==> config.mk <==
export PLATFORM = sky130hd
export DESIGN_NAME = gemm_cmd_parser
export DESIGN_NICKNAME = d
export VERILOG_FILES = /design/src/rtl/gemm_pkg.sv /design/src/rtl/gemm_cmd_parser.sv
export SDC_FILE = /design/constraint.sdc
export NUM_CORES = 1
export LEC_CHECK = 0
export ABC_AREA = 1
export CORE_ASPECT_RATIO = 0.6
export CORE_MARGIN = 3
export CORE_UTILIZATION = 64
export CTS_CLUSTER_DIAMETER = 200
export DETAILED_ROUTE_END_ITERATION = 10
export DONT_BUFFER_PORTS = 1
export PLACE_DENSITY_LB_ADDON = 0.2
export SYNTH_ARGS = -nofsm -noshare
export SYNTH_HDL_FRONTEND = slang
export SYNTH_SLANG_ARGS = --single-unit
==> constraint.sdc <==
create_clock -name i_clk -period 2 [get_ports i_clk]
set_clock_uncertainty 0.1 [all_clocks]
set_input_delay 0.4 -clock i_clk [delete_from_list [all_inputs] [get_ports i_clk]]
set_output_delay 0.4 -clock i_clk [all_outputs]
set_load 0.05 [all_outputs]
==> src/rtl/gemm_pkg.sv <==
// Shared definitions for the GEMM command parser: header layout, opcode table,
// payload structs and the parser state encoding.
package gemm_pkg;

    localparam int unsigned HDR_OP_LSB  = 0;
    localparam int unsigned HDR_ID_LSB  = 8;
    localparam int unsigned HDR_LEN_LSB = 16;
    localparam int unsigned HDR_FLD_W   = 8;

    localparam logic [7:0] OP_FETCH     = 8'hF0;
    localparam logic [7:0] OP_DISP      = 8'hF1;
    localparam logic [7:0] OP_TILE      = 8'hF2;
    localparam logic [7:0] OP_WAIT_DISP = 8'hF3;
    localparam logic [7:0] OP_WAIT_TILE = 8'hF4;

    typedef struct packed {
        logic [31:0] dst_addr;
        logic [31:0] src_addr;
    } fetch_pay_t;

    typedef struct packed {
        logic [31:0] disp_cfg;
    } disp_pay_t;

    typedef struct packed {
        logic [31:0] k_dim;
        logic [31:0] n_dim;
        logic [31:0] m_dim;
    } tile_pay_t;

    typedef struct packed {
        logic [31:0] disp_tag;
    } wait_disp_pay_t;

    typedef struct packed {
        logic [31:0] tile_tag;
    } wait_tile_pay_t;

    localparam int unsigned FETCH_BYTES     = $bits(fetch_pay_t) / 8;
    localparam int unsigned DISP_BYTES      = $bits(disp_pay_t) / 8;
    localparam int unsigned TILE_BYTES      = $bits(tile_pay_t) / 8;
    localparam int unsigned WAIT_DISP_BYTES = $bits(wait_disp_pay_t) / 8;
    localparam int unsigned WAIT_TILE_BYTES = $bits(wait_tile_pay_t) / 8;

    typedef enum logic [1:0] {S_HDR, S_PAY, S_SKIP, S_OUT} parser_state_t;

    function automatic int unsigned bytes_to_words(input int unsigned nbytes,
                                                   input int unsigned word_w);
        return (nbytes + word_w / 8 - 1) / (word_w / 8);
    endfunction

    function automatic logic op_known(input logic [7:0] op);
        return (op == OP_FETCH) || (op == OP_DISP) || (op == OP_TILE) ||
               (op == OP_WAIT_DISP) || (op == OP_WAIT_TILE);
    endfunction

    // Zero for unknown opcodes; callers check op_known first.
    function automatic int unsigned exp_words(input logic [7:0] op, input int unsigned word_w);
        case (op)
            OP_FETCH:     return bytes_to_words(FETCH_BYTES, word_w);
            OP_DISP:      return bytes_to_words(DISP_BYTES, word_w);
            OP_TILE:      return bytes_to_words(TILE_BYTES, word_w);
            OP_WAIT_DISP: return bytes_to_words(WAIT_DISP_BYTES, word_w);
            OP_WAIT_TILE: return bytes_to_words(WAIT_TILE_BYTES, word_w);
            default:      return 0;
        endcase
    endfunction

    function automatic int unsigned max_exp_words(input int unsigned word_w);
        int unsigned m;
        m = exp_words(OP_FETCH, word_w);
        if (exp_words(OP_DISP, word_w) > m)      m = exp_words(OP_DISP, word_w);
        if (exp_words(OP_TILE, word_w) > m)      m = exp_words(OP_TILE, word_w);
        if (exp_words(OP_WAIT_DISP, word_w) > m) m = exp_words(OP_WAIT_DISP, word_w);
        if (exp_words(OP_WAIT_TILE, word_w) > m) m = exp_words(OP_WAIT_TILE, word_w);
        return m;
    endfunction

endpackage

==> src/rtl/gemm_cmd_parser.sv <==
// Command-stream parser: assembles header + payload words, validates opcode and
// length, skips malformed commands and presents decoded commands on valid/ready.
module gemm_cmd_parser
    import gemm_pkg::*;
#(
    parameter int unsigned WORD_W        = 32,
    parameter int unsigned MAX_PAY_WORDS = 3,
    parameter int unsigned CNT_W         = 16
) (
    input  logic                            i_clk,
    input  logic                            i_reset_n,
    input  logic [WORD_W-1:0]               i_word_data,
    input  logic                            i_word_valid,
    output logic                            o_word_ready,
    output logic                            o_cmd_valid,
    input  logic                            i_cmd_ready,
    output logic [7:0]                      o_cmd_op,
    output logic [7:0]                      o_cmd_id,
    output logic [MAX_PAY_WORDS*WORD_W-1:0] o_cmd_payload,
    output logic                            o_err_unknown_op,
    output logic                            o_err_len,
    input  logic                            i_err_clear,
    output logic [CNT_W-1:0]                o_cmd_count,
    output logic [CNT_W-1:0]                o_err_count
);

    localparam int unsigned PAY_W = MAX_PAY_WORDS * WORD_W;
    localparam int unsigned IDX_W = $clog2(MAX_PAY_WORDS + 1);

    if (!(WORD_W == 32 || WORD_W == 64)) begin : g_bad_word_w
        $error("gemm_cmd_parser: WORD_W must be 32 or 64");
    end
    if (MAX_PAY_WORDS < max_exp_words(WORD_W)) begin : g_bad_depth
        $error("gemm_cmd_parser: MAX_PAY_WORDS too small for the opcode table");
    end

    parser_state_t     state_q, state_d;
    logic [7:0]        op_q, op_d;
    logic [7:0]        id_q, id_d;
    logic [PAY_W-1:0]  pay_q, pay_d;
    logic [IDX_W-1:0]  idx_q, idx_d;
    logic [7:0]        skip_q, skip_d;
    logic              unk_q, unk_d;
    logic              len_q, len_d;
    logic [CNT_W-1:0]  cmd_cnt_q, cmd_cnt_d;
    logic [CNT_W-1:0]  err_cnt_q, err_cnt_d;

    logic [7:0]  hdr_op, hdr_id, hdr_len;
    logic [31:0] hdr_words;
    logic        word_fire;
    logic        set_unk, set_len, err_inc;

    assign hdr_op    = i_word_data[HDR_OP_LSB +: HDR_FLD_W];
    assign hdr_id    = i_word_data[HDR_ID_LSB +: HDR_FLD_W];
    assign hdr_len   = i_word_data[HDR_LEN_LSB +: HDR_FLD_W];
    assign hdr_words = bytes_to_words(32'(hdr_len), WORD_W);

    assign o_word_ready = (state_q != S_OUT);
    assign word_fire    = i_word_valid && o_word_ready;

    always_comb begin
        state_d   = state_q;
        op_d      = op_q;
        id_d      = id_q;
        pay_d     = pay_q;
        idx_d     = idx_q;
        skip_d    = skip_q;
        cmd_cnt_d = cmd_cnt_q;
        set_unk   = 1'b0;
        set_len   = 1'b0;
        err_inc   = 1'b0;

        case (state_q)
            S_HDR: begin
                if (word_fire) begin
                    op_d  = hdr_op;
                    id_d  = hdr_id;
                    pay_d = '0;
                    idx_d = '0;
                    if (!op_known(hdr_op)) begin
                        set_unk = 1'b1;
                    end else if (hdr_words != exp_words(hdr_op, WORD_W)) begin
                        set_len = 1'b1;
                    end
                    if (set_unk || set_len) begin
                        // Zero-length malformed headers have nothing to skip.
                        if (hdr_words == 32'd0) begin
                            err_inc = 1'b1;
                        end else begin
                            state_d = S_SKIP;
                            skip_d  = 8'(hdr_words);
                        end
                    end else begin
                        state_d = S_PAY;
                    end
                end
            end
            S_PAY: begin
                if (word_fire) begin
                    for (int unsigned k = 0; k < MAX_PAY_WORDS; k++) begin
                        if (32'(idx_q) == k) begin
                            pay_d[k*WORD_W +: WORD_W] = i_word_data;
                        end
                    end
                    idx_d = idx_q + 1'b1;
                    if (32'(idx_q) + 32'd1 == exp_words(op_q, WORD_W)) begin
                        state_d = S_OUT;
                    end
                end
            end
            S_SKIP: begin
                if (word_fire) begin
                    skip_d = skip_q - 8'd1;
                    if (skip_q == 8'd1) begin
                        err_inc = 1'b1;
                        state_d = S_HDR;
                    end
                end
            end
            S_OUT: begin
                if (i_cmd_ready) begin
                    state_d   = S_HDR;
                    cmd_cnt_d = cmd_cnt_q + 1'b1;
                end
            end
            default: state_d = S_HDR;
        endcase

        // A new error in the clearing cycle survives the clear.
        unk_d = set_unk | (unk_q & ~i_err_clear);
        len_d = set_len | (len_q & ~i_err_clear);
        if (i_err_clear) begin
            err_cnt_d = err_inc ? CNT_W'(1) : '0;
        end else if (err_inc && (err_cnt_q != '1)) begin
            err_cnt_d = err_cnt_q + 1'b1;
        end else begin
            err_cnt_d = err_cnt_q;
        end
    end

    always_ff @(posedge i_clk or negedge i_reset_n) begin
        if (!i_reset_n) begin
            state_q   <= S_HDR;
            op_q      <= '0;
            id_q      <= '0;
            pay_q     <= '0;
            idx_q     <= '0;
            skip_q    <= '0;
            unk_q     <= 1'b0;
            len_q     <= 1'b0;
            cmd_cnt_q <= '0;
            err_cnt_q <= '0;
        end else begin
            state_q   <= state_d;
            op_q      <= op_d;
            id_q      <= id_d;
            pay_q     <= pay_d;
            idx_q     <= idx_d;
            skip_q    <= skip_d;
            unk_q     <= unk_d;
            len_q     <= len_d;
            cmd_cnt_q <= cmd_cnt_d;
            err_cnt_q <= err_cnt_d;
        end
    end

    assign o_cmd_valid      = (state_q == S_OUT);
    assign o_cmd_op         = op_q;
    assign o_cmd_id         = id_q;
    assign o_cmd_payload    = pay_q;
    assign o_err_unknown_op = unk_q;
    assign o_err_len        = len_q;
    assign o_cmd_count      = cmd_cnt_q;
    assign o_err_count      = err_cnt_q;

endmodule
==> run_results.csv, run 1 <==
group,metric,value,unit
synthesis,synth_compound_area_frac,0.0265,
finish,final_cell_mix,"dfrtp_1, nand2_1, mux2_2",
synthesis,synth_top_area_frac,0.530,
grt,grt_usage,0.289,
clock_tree,cts_sinks,158,
clock_tree,numCtsBuffers,17,
clock_tree,cts_tree,"yes",
synthesis,yosysSeqAreaShare,0.530,
synthesis,synth_top_area_cell,"dfrtp_1",
routing,routed_wl,18600,um
run,drv_cap,0,
timing,fmax,516,MHz
clock_tree,cts_buffer_depth,2,
routing,drt_iter0_markers,422,
synthesis,yosys.area_share.simple,0.200,
clock_tree,clk_pin_slew,0.07,ns
synthesis,synth_area,0.00745,mm2
worst_setup_path,crit_required,1.50,ns
synthesis,syn_nets,813,
clock_tree,clk_latency,0.41,ns
routing,wl_met2,8520,um
grt,grt_pass1_wl,29800,um
synthesis,synth-xor-area-share,0.0305,
worst_setup_path,rrSetupSlack,0.11,ns
synthesis,synth_edf_count,0,
finish,drive_gt1_frac,0.263,
clock_tree,cts.htree.levels,4,
synthesis,synth.avg_cell_area,9.71,um2
timing,hold_viol,158,
grt,grt_max_degree,159,
finish,antenna_cells,0,
worst_setup_path,r2r-start,"o_err_count[0]",
power_and_ir_drop,power,9.41,mW
timing,slew-limit-headroom,0.630,
timing,finalSetupViolCount,0,
worst_setup_path,start_kind,"flop",
synthesis,synth_mux_area_frac,0.145,
worst_setup_path,worstPathArrival,1.44,ns
worst_setup_path,reg2reg_depth,10,
die,core_area,0.0110,mm2
synthesis,synth.area.top_cells,"dfrtp_1, mux2_2, nand2_1",
grt,antenna_found_initial,0,
power_and_ir_drop,p_per_area,1080,mW/mm2
synthesis,synth_top_flop_cell,"dfrtp_1",
die,die_x,145,um
synthesis,synth_top_family_by_area,"simple AND/OR/NAND/NOR gates",
timing,final.setup.tns,0,ns
timing,period_needed,1.94,ns
worst_setup_path,path_class,"reg -> out",
clock_tree,cts_root_buf,"clkbuf_16",
die,initial_core_util,0.680,
grt,grt_pass1_vias,5671,
timing,tightest_slew,0.554,ns
finish,fill_cells,756,
routing,top_layer,"met4",
synthesis,ys_ff_latch,158,
synthesis,async_reset_ff_frac,1.00,
placed_design,dp_hpwl,12800,um
synthesis,synth_cell_types,33,
routing,wl_per_cell,18.7,um
die,die_h,89.6,um
run_status,status,"complete, but fails checks",
finish,final_common_cell,"dfrtp_1",
routing,met1_length,7960,um
worst_setup_path,r2r_end,"o_err_count[10]",
routing,via_count,5680,
power_and_ir_drop,p_leak,4.52,nW
synthesis,synth_cells,768,
synthesis,synthAdderAreaFrac,0.0134,
timing,rsz0062_at_grt,"false",
synthesis,yosys_warnings,0,
power_and_ir_drop,ir_worst_vdd,0.604,mV
run_status,failed_checks,"hold timing",
worst_setup_path,cp-end-kind,"output pin",
worst_hold_path,min_path_type,"in -> async",
finish,fin_nets,870,
timing,slew_violations,0,
placed_design,port_buffers,0,
timing,fin_crit_sh,0.969,
routing,ant_nets,0,
routing,drc,0,
die,rows,29,
routing,dr_wl_met3,1960,um
placed_design,gp_congestion,0.897,
timing,hold_slack,-0.427,ns
die,dieArea,0.0130,mm2
routing,vias_per_cell,5.72,
routing,first_pass_iters,6,
die,ios,185,
worst_setup_path,cp_max_fo,6,
finish,syn2layout_area_growth,16.6,%
grt,grt_overflow_total,0,
==> area by class of cell <==
class	count	area, um2	area share
inverters	79	304	0.0350
repair buffers	59	497	0.0571
well taps	155	194	0.0223
flip-flops and latches	158	3960	0.455
clock inverters	14	150	0.0173
clock buffers	18	429	0.0494
repair inverters	1	7.51	0.000864
multi-input cells	509	3160	0.363
==> registers in the layout, indices dropped and copies added (netlist names) <==
| name | count |
|---|---|
| idx_q | 2 |
| o_cmd_count | 16 |
| o_cmd_id | 8 |
| o_cmd_op | 8 |
| o_cmd_payload | 96 |
| o_err_count | 16 |
| o_err_len | 1 |
| o_err_unknown_op | 1 |
| skip_q | 8 |
| state_q | 2 |
==> synthesized netlist by cell type (3+ instances only) <==
| cell | n |
|---|---|
| a21oi_1 | 5 |
| buf_2 | 11 |
| clkbuf_1 | 9 |
| dfrtp_1 | 158 |
| ha_1 | 8 |
| inv_1 | 75 |
| inv_2 | 3 |
| mux2_2 | 96 |
| nand2_1 | 149 |
| nand2_2 | 5 |
| nand3_1 | 57 |
| nand4_1 | 7 |
| nor2_1 | 94 |
| nor2_2 | 6 |
| nor3_1 | 12 |
| o21ai_0 | 28 |
| xnor2_1 | 11 |
| xor2_1 | 15 |
==> per-layer routing <==
metal,vias up,track usage
met1,2794,0.383
met3,22,0.112
met2,260,0.461
met5,-,0
li1,2604,-
met4,0,0.0698
==> kinds of logic (layout without fill, tap and decap cells) <==
kind of cell	Yosys count	count (layout)
and+or+nand+nor	341	341
adders and majority gates	8	8
AOI/OAI and AO/OA	38	38
buffers and inverters	101	171
xor gates and xnor gates	26	26
DFF	158	158
muxes	96	96
==> where the power goes <==
part	internal, mW	switching, mW	total, mW	leakage (nW)
clock network	1.77	1.42	3.19	0.281
registers	3.46	0.577	4.03	2.15
logic	0.772	1.41	2.18	2.09
total	6.00	3.41	9.41	4.52
==> worst max-delay path, cell delays in order (launching register included) <==
cell        delay, ns
dfrtp_1          0.44
nand2_2          0.12
buf_6            0.19
clkinvlp_4       0.27
==> worst max path at each step <==
stage / start / end / cells past startpoint
after floorplan: o_err_count[0] / o_err_count[10] / 11
after global placement: i_word_data[5] / skip_q[5] / 9
after detailed placement: i_word_data[5] / skip_q[3] / 9
after CTS: skip_q[2] / o_err_count[9] / 8
after global routing: state_q[1] / o_cmd_count[14] / 8
final: state_q[1] / o_cmd_valid / 3
==> timing repair <==
action                                  4_1_cts  5_1_grt
pin swaps                                     0        2
hold endpoints to repair                    158      158
resized for setup                             2        8
cloned                                        0        1
buffers inserted                              0        3
endpoints found under the setup margin        1       31
==> per-stage QoR <==
| step | std cells | cell area (um2) | setup slack [ns] | hold WS, ns | utilization |
|---|---|---|---|---|---|
| 3_5_place_dp | 957 | 8040 | 0.0155 | 0.00787 | 0.734 |
| 6_report | 993 | 8690 | 0.0615 | -0.427 | 0.793 |
| 3_3_place_gp | 957 | 8040 | 0.0714 | 0.00787 | 0.734 |
| 5_1_grt | 993 | 8690 | 0.00195 | -0.449 | 0.793 |
| 2_1_floorplan | 768 | 7460 | 0.0260 | 0.00441 | - |
| 4_1_cts | 989 | 8630 | 0.0364 | -0.433 | 0.787 |
Note: power is estimated with default switching activity, not from simulation.
==> run 2, diff against run 1 <==
Settings changed: CORE_UTILIZATION 64 to 68.
Clock period 2 ns to 2.3 ns, I/O delays scaled along.
==> run 2 against run 1 <==
The run still ends with hold timing left; largest power group unchanged; register-to-register slack improved by 0.09 ns; power shrank 15%; highest routed layer unchanged; critical path depth unchanged; worst hold slack gained 0.049 ns.
==> run_results.csv, run 2 (synthesized netlist as in run 1, its figures left out) <==
group,metric,value,unit
run_status,status,"complete, but fails checks",
run_status,failed_checks,"hold timing",
worst_setup_path,critical_path.cell_chain,"nand2_2, buf_4, inv_1",
timing,hold_slack,-0.379,ns
worst_hold_path,min_path_type,"in -> async",
die,core_area,0.0103,mm2
routing,via_count,5590,
timing,rsz0062_at_grt,"false",
worst_setup_path,crit_required,1.74,ns
clock_tree,postCtsSetupRepairBufs,0,
die,dieArea,0.0123,mm2
worst_setup_path,reg2reg_depth,10,
grt,grt_pass1_vias,5773,
worst_setup_path,start_kind,"flop",
finish,largest_reg_flops,96,
die,die_x,141,um
worst_setup_path,cp_max_fo,6,
finish,final_cell_mix,"dfrtp_1, nand2_1, mux2_2",
power_and_ir_drop,p_per_area,942,mW/mm2
worst_setup_path,critPathSlowestCell,"dfrtp_1",
finish,antenna_cells,0,
finish,drive_gt1_frac,0.234,
clock_tree,cts_sinks,158,
clock_tree,cts_root_buf,"clkbuf_16",
timing,period_needed,2.15,ns
clock_tree,cts_tree,"yes",
placed_design,port_buffers,0,
clock_tree,clk_pin_slew,0.07,ns
routing,drc,0,
power_and_ir_drop,p_leak,4.45,nW
timing,fin_crit_sh,0.935,
worst_setup_path,worstPathArrival,1.59,ns
timing,finalSetupViolCount,0,
finish,fill_cells,594,
routing,ant_nets,0,
placed_design,placed_area,0.00788,mm2
timing,fmax,465,MHz
die,initial_core_util,0.726,
timing,tightest_slew,0.770,ns
die,rows,28,
clock_tree,numCtsBuffers,17,
grt,antenna_found_initial,0,
grt,grt_max_degree,159,
worst_setup_path,cp-end-kind,"output pin",
routing,vias_per_cell,5.87,
finish,fin_nets,849,
clock_tree,cts.htree.levels,4,
clock_tree,clk_latency,0.43,ns
clock_tree,cts_resized,0,
worst_setup_path,path_class,"reg -> out",
timing,slew_violations,0,
placed_design,dp_hpwl,12800,um
routing,first_pass_iters,5,
die,die_h,87.1,um
grt,grt_pass1_wl,29800,um
worst_setup_path,slowest_delay,0.47,ns
run,drv_cap,0,
routing,routed_wl,18400,um
routing,drt_iter0_markers,479,
placed_design,gp_congestion,0.936,
timing,slew-limit-headroom,0.486,
die,ios,185,
timing,hold_viol,158,
finish,final_common_cell,"dfrtp_1",
grt,grt_overflow_total,0,
finish,syn2layout_area_growth,13.7,%
routing,wl_per_cell,19.3,um
clock_tree,cts_buffer_depth,2,
finish,final_cell_area,0.00848,mm2
timing,final.setup.tns,0,ns
grt,grt_usage,0.313,
power_and_ir_drop,ir_worst_vdd,0.895,mV
## run 2: changes by cell type in the layout (fill, tap and decap cells not counted), moves of 2 or more
cell,delta
buf_4,-19
clkinv_8,+5
clkinvlp_4,-5
dfrtp_1,+2
dfrtp_2,-2
inv_1,+2
inv_8,-2
nor2_1,+2
nor2_2,-2
nor3_1,+2
nor3_2,-2
## run 2: area by class of cell
class                           count  area (um2)  share of cell area
Timing Repair Buffer               39         343              0.0404
Clock inverter                     15         173              0.0204
Tap cell                          135         169              0.0199
Sequential cell                   158        3950               0.466
Inverter                           79         297              0.0350
Multi-Input combinational cell    509        3120               0.368
Clock buffer                       17         425              0.0502
## run 2: through the flow
| step | instances | worst slack, ns | util | power (mW) | hold slack [ns] |
|---|---|---|---|---|---|
| detailed placement | 920 | 0.265 | 0.768 | 5.25 | 0.0677 |
| finish | 952 | 0.150 | 0.826 | 7.99 | -0.379 |
| global placement | 920 | 0.331 | 0.768 | 5.20 | 0.0676 |
| CTS | 952 | 0.167 | 0.826 | 8.01 | -0.392 |
| global route | 952 | 0.0100 | 0.826 | 8.32 | -0.397 |
| floorplan | 768 | 0.116 | - | 4.80 | 0.0644 |
## run 2: final timing paths
path                                          end  slack (ns)      startpoint
worst max-delay path                  o_cmd_valid        0.15      state_q[1]
worst min-delay path            o_cmd_payload[72]       -0.38       i_reset_n
worst max register to register     o_err_count[9]        0.20  o_err_count[0]
worst min register to register          skip_q[0]        0.42       skip_q[0]
max in group asynchronous       o_cmd_payload[62]        2.29       i_reset_n
min in group i_clk                    o_cmd_op[4]        0.06  i_word_data[4]
## run 2: critical path, delay by kind of cell, from the launching register on
kind | cells | cell delay, ns
AND/OR/NAND/NOR | 1 | 0.12
flip-flops | 1 | 0.47
buffers and inverters | 2 | 0.56
## run 2: layer usage
layer	vias to the layer above	track usage	wire length (um)
li1	2558	-	-
met1	2761	0.408	7650
met2	241	0.495	8570
met3	30	0.112	1870
met4	0	0.106	309
met5	-	0	0
## run 2: power by group
group,internal [mW],switching (mW)
Combinational,0.571,1.00
Sequential,3.00,0.653
Clock,1.46,1.30
==> run 3, diff against run 2 <==
Settings changed: SETUP_SLACK_MARGIN from default to 0.3.
==> run 3 against run 2 <==
The flow still finishes with violations (hold timing); largest power group unchanged; sequential share of layout area fell by 0.60 points; power rose by 4.2%; maximum frequency rose by 8.8%; design area rose by 1.4%; highest routed layer unchanged; combinational power rose by 13%; via count rose by 5.0%; count of clock-buffer cells in the layout rose by 3; critical path depth did not move; die area did not move; clock power rose by 5%; flip-flop and latch count did not move; sequential power barely moved.
==> run_results.csv, run 3 (synthesized netlist as in run 1, its figures left out) <==
group,metric,value,unit
routing,drt_iter0_markers,655,
finish,drive_gt1_frac,0.254,
timing,fmax,506,MHz
power_and_ir_drop,ir_worst_vdd,0.720,mV
clock_tree,numCtsBuffers,17,
clock_tree,cts_root_buf,"clkbuf_16",
worst_setup_path,cp_max_fo,6,
timing,fin_crit_sh,0.859,
grt,grt_pass1_wl,31700,um
die,initial_core_util,0.726,
routing,drc,0,
clock_tree,cts_sinks,158,
die,die_x,141,um
power_and_ir_drop,p_per_area,967,mW/mm2
worst_setup_path,r2r-start,"state_q[1]",
die,die_h,87.1,um
routing,vias_per_cell,6.11,
worst_setup_path,worstPathArrival,1.42,ns
die,dieArea,0.0123,mm2
timing,finalSetupViolCount,0,
routing,ant_nets,0,
timing,hold_slack,-0.367,ns
timing,slew-limit-headroom,0.613,
placed_design,gp_congestion,0.882,
clock_tree,clk_pin_slew,0.06,ns
clock_tree,clk_latency,0.42,ns
finish,final_cell_mix,"dfrtp_1, nand2_1, mux2_2",
timing,hold_viol,158,
timing,tightest_slew,0.580,ns
placed_design,dp_hpwl,13100,um
finish,largest_reg_flops,96,
worst_setup_path,cp-end-kind,"output pin",
run_status,status,"complete, but fails checks",
worst_setup_path,rrSetupSlack,0.38,ns
routing,wl_per_cell,20.6,um
grt,grt_usage,0.331,
routing,first_pass_iters,6,
worst_setup_path,crit_required,1.74,ns
routing,routed_wl,19800,um
die,ios,185,
finish,antenna_cells,0,
clock_tree,cts_buffer_depth,2,
timing,rsz0062_at_grt,"true",
worst_setup_path,start_kind,"flop",
die,core_area,0.0103,mm2
placed_design,port_buffers,0,
worst_setup_path,r2r_end,"o_cmd_op[0]",
run,drv_cap,0,
finish,fin_nets,858,
timing,final.setup.tns,0,ns
power_and_ir_drop,p_leak,4.47,nW
clock_tree,cts_tree,"yes",
grt,antenna_found_initial,0,
worst_setup_path,crit_start,"state_q[1]",
grt,grt_pass1_vias,6030,
run_status,failed_checks,"hold timing",
finish,fill_cells,570,
routing,via_count,5867,
timing,period_needed,1.98,ns
worst_setup_path,reg2reg_depth,7,
finish,syn2layout_area_growth,15.4,%
die,rows,28,
timing,slew_violations,0,
placed_design,placed_cells,923,
finish,fin_cells,961,
finish,final_common_cell,"dfrtp_1",
clock_tree,cts.htree.levels,4,
grt,grt_overflow_total,0,
grt,grt_max_degree,159,
worst_setup_path,path_class,"reg -> out",
worst_hold_path,min_path_type,"in -> async",
==> run 3: worst max-delay path, stage by stage, from the launching register on <==
cell and delay, ns:
dfrtp_2 0.45, nand2_2 0.14, buf_12 0.16, clkinvlp_4 0.24
==> run 3: worst max-delay path by stage <==
stage	to	slack (ns)	cells after the start
5_1_grt	o_cmd_valid	0.29	3
3_3_place_gp	skip_q[3]	0.19	10
3_5_place_dp	skip_q[4]	0.1	10
4_1_cts	o_cmd_op[0]	0.28	6
6_report	o_cmd_valid	0.32	3
2_1_floorplan	o_err_count[10]	0.33	11
==> run 3: metal layers <==
| metal | up-vias | track usage | share of wire |
|---|---|---|---|
| met2 | 368 | 0.519 | 0.46 |
| met3 | 57 | 0.127 | 0.12 |
| li1 | 2571 | - | - |
| met4 | 0 | 0.127 | 0.023 |
| met1 | 2871 | 0.425 | 0.39 |
| met5 | - | 0 | 0 |
==> run 3: metrics by stage <==
stage | utilization | hold WS (ns) | instance area, um2 | power, mW | setup WS (ns)
after floorplan | - | 0.0644 | 7460 | 4.81 | 0.326
after global placement | 0.768 | 0.0682 | 7880 | 5.22 | 0.188
after detailed placement | 0.768 | 0.0678 | 7880 | 5.28 | 0.0953
after CTS | 0.828 | -0.376 | 8500 | 8.20 | 0.283
after global routing | 0.838 | -0.388 | 8600 | 8.64 | 0.289
final | 0.838 | -0.367 | 8600 | 8.32 | 0.323
==> run 3: layout make-up <==
| type | count | area (um2) | share of cell area |
|---|---|---|---|
| Clock buffer | 20 | 457 | 0.0531 |
| Inverter | 79 | 304 | 0.0354 |
| Tap cell | 135 | 169 | 0.0196 |
| Timing Repair inverter | 1 | 7.51 | 0.000873 |
| Timing Repair Buffer | 47 | 403 | 0.0468 |
| Sequential cell | 158 | 3960 | 0.460 |
| Multi-Input combinational cell | 509 | 3150 | 0.366 |
| Clock inverter | 12 | 151 | 0.0176 |
==> run 3: power breakdown <==
| part | switching [mW] | total, mW | internal (mW) |
|---|---|---|---|
| clock | 1.21 | 2.90 | 1.69 |
| sequential | 0.630 | 3.64 | 3.01 |
| combinational | 1.15 | 1.78 | 0.631 |
| total | 2.99 | 8.32 | 5.33 |
==> run 3: what timing repair did <==
action                                  4_1_cts  5_1_grt
endpoints found under the hold margin       158      158
endpoints found under the setup margin        2      128
setup buffers                                 0        5
gates resized for setup                       3       11
pin swaps                                     0        1
gates cloned                                  0        1
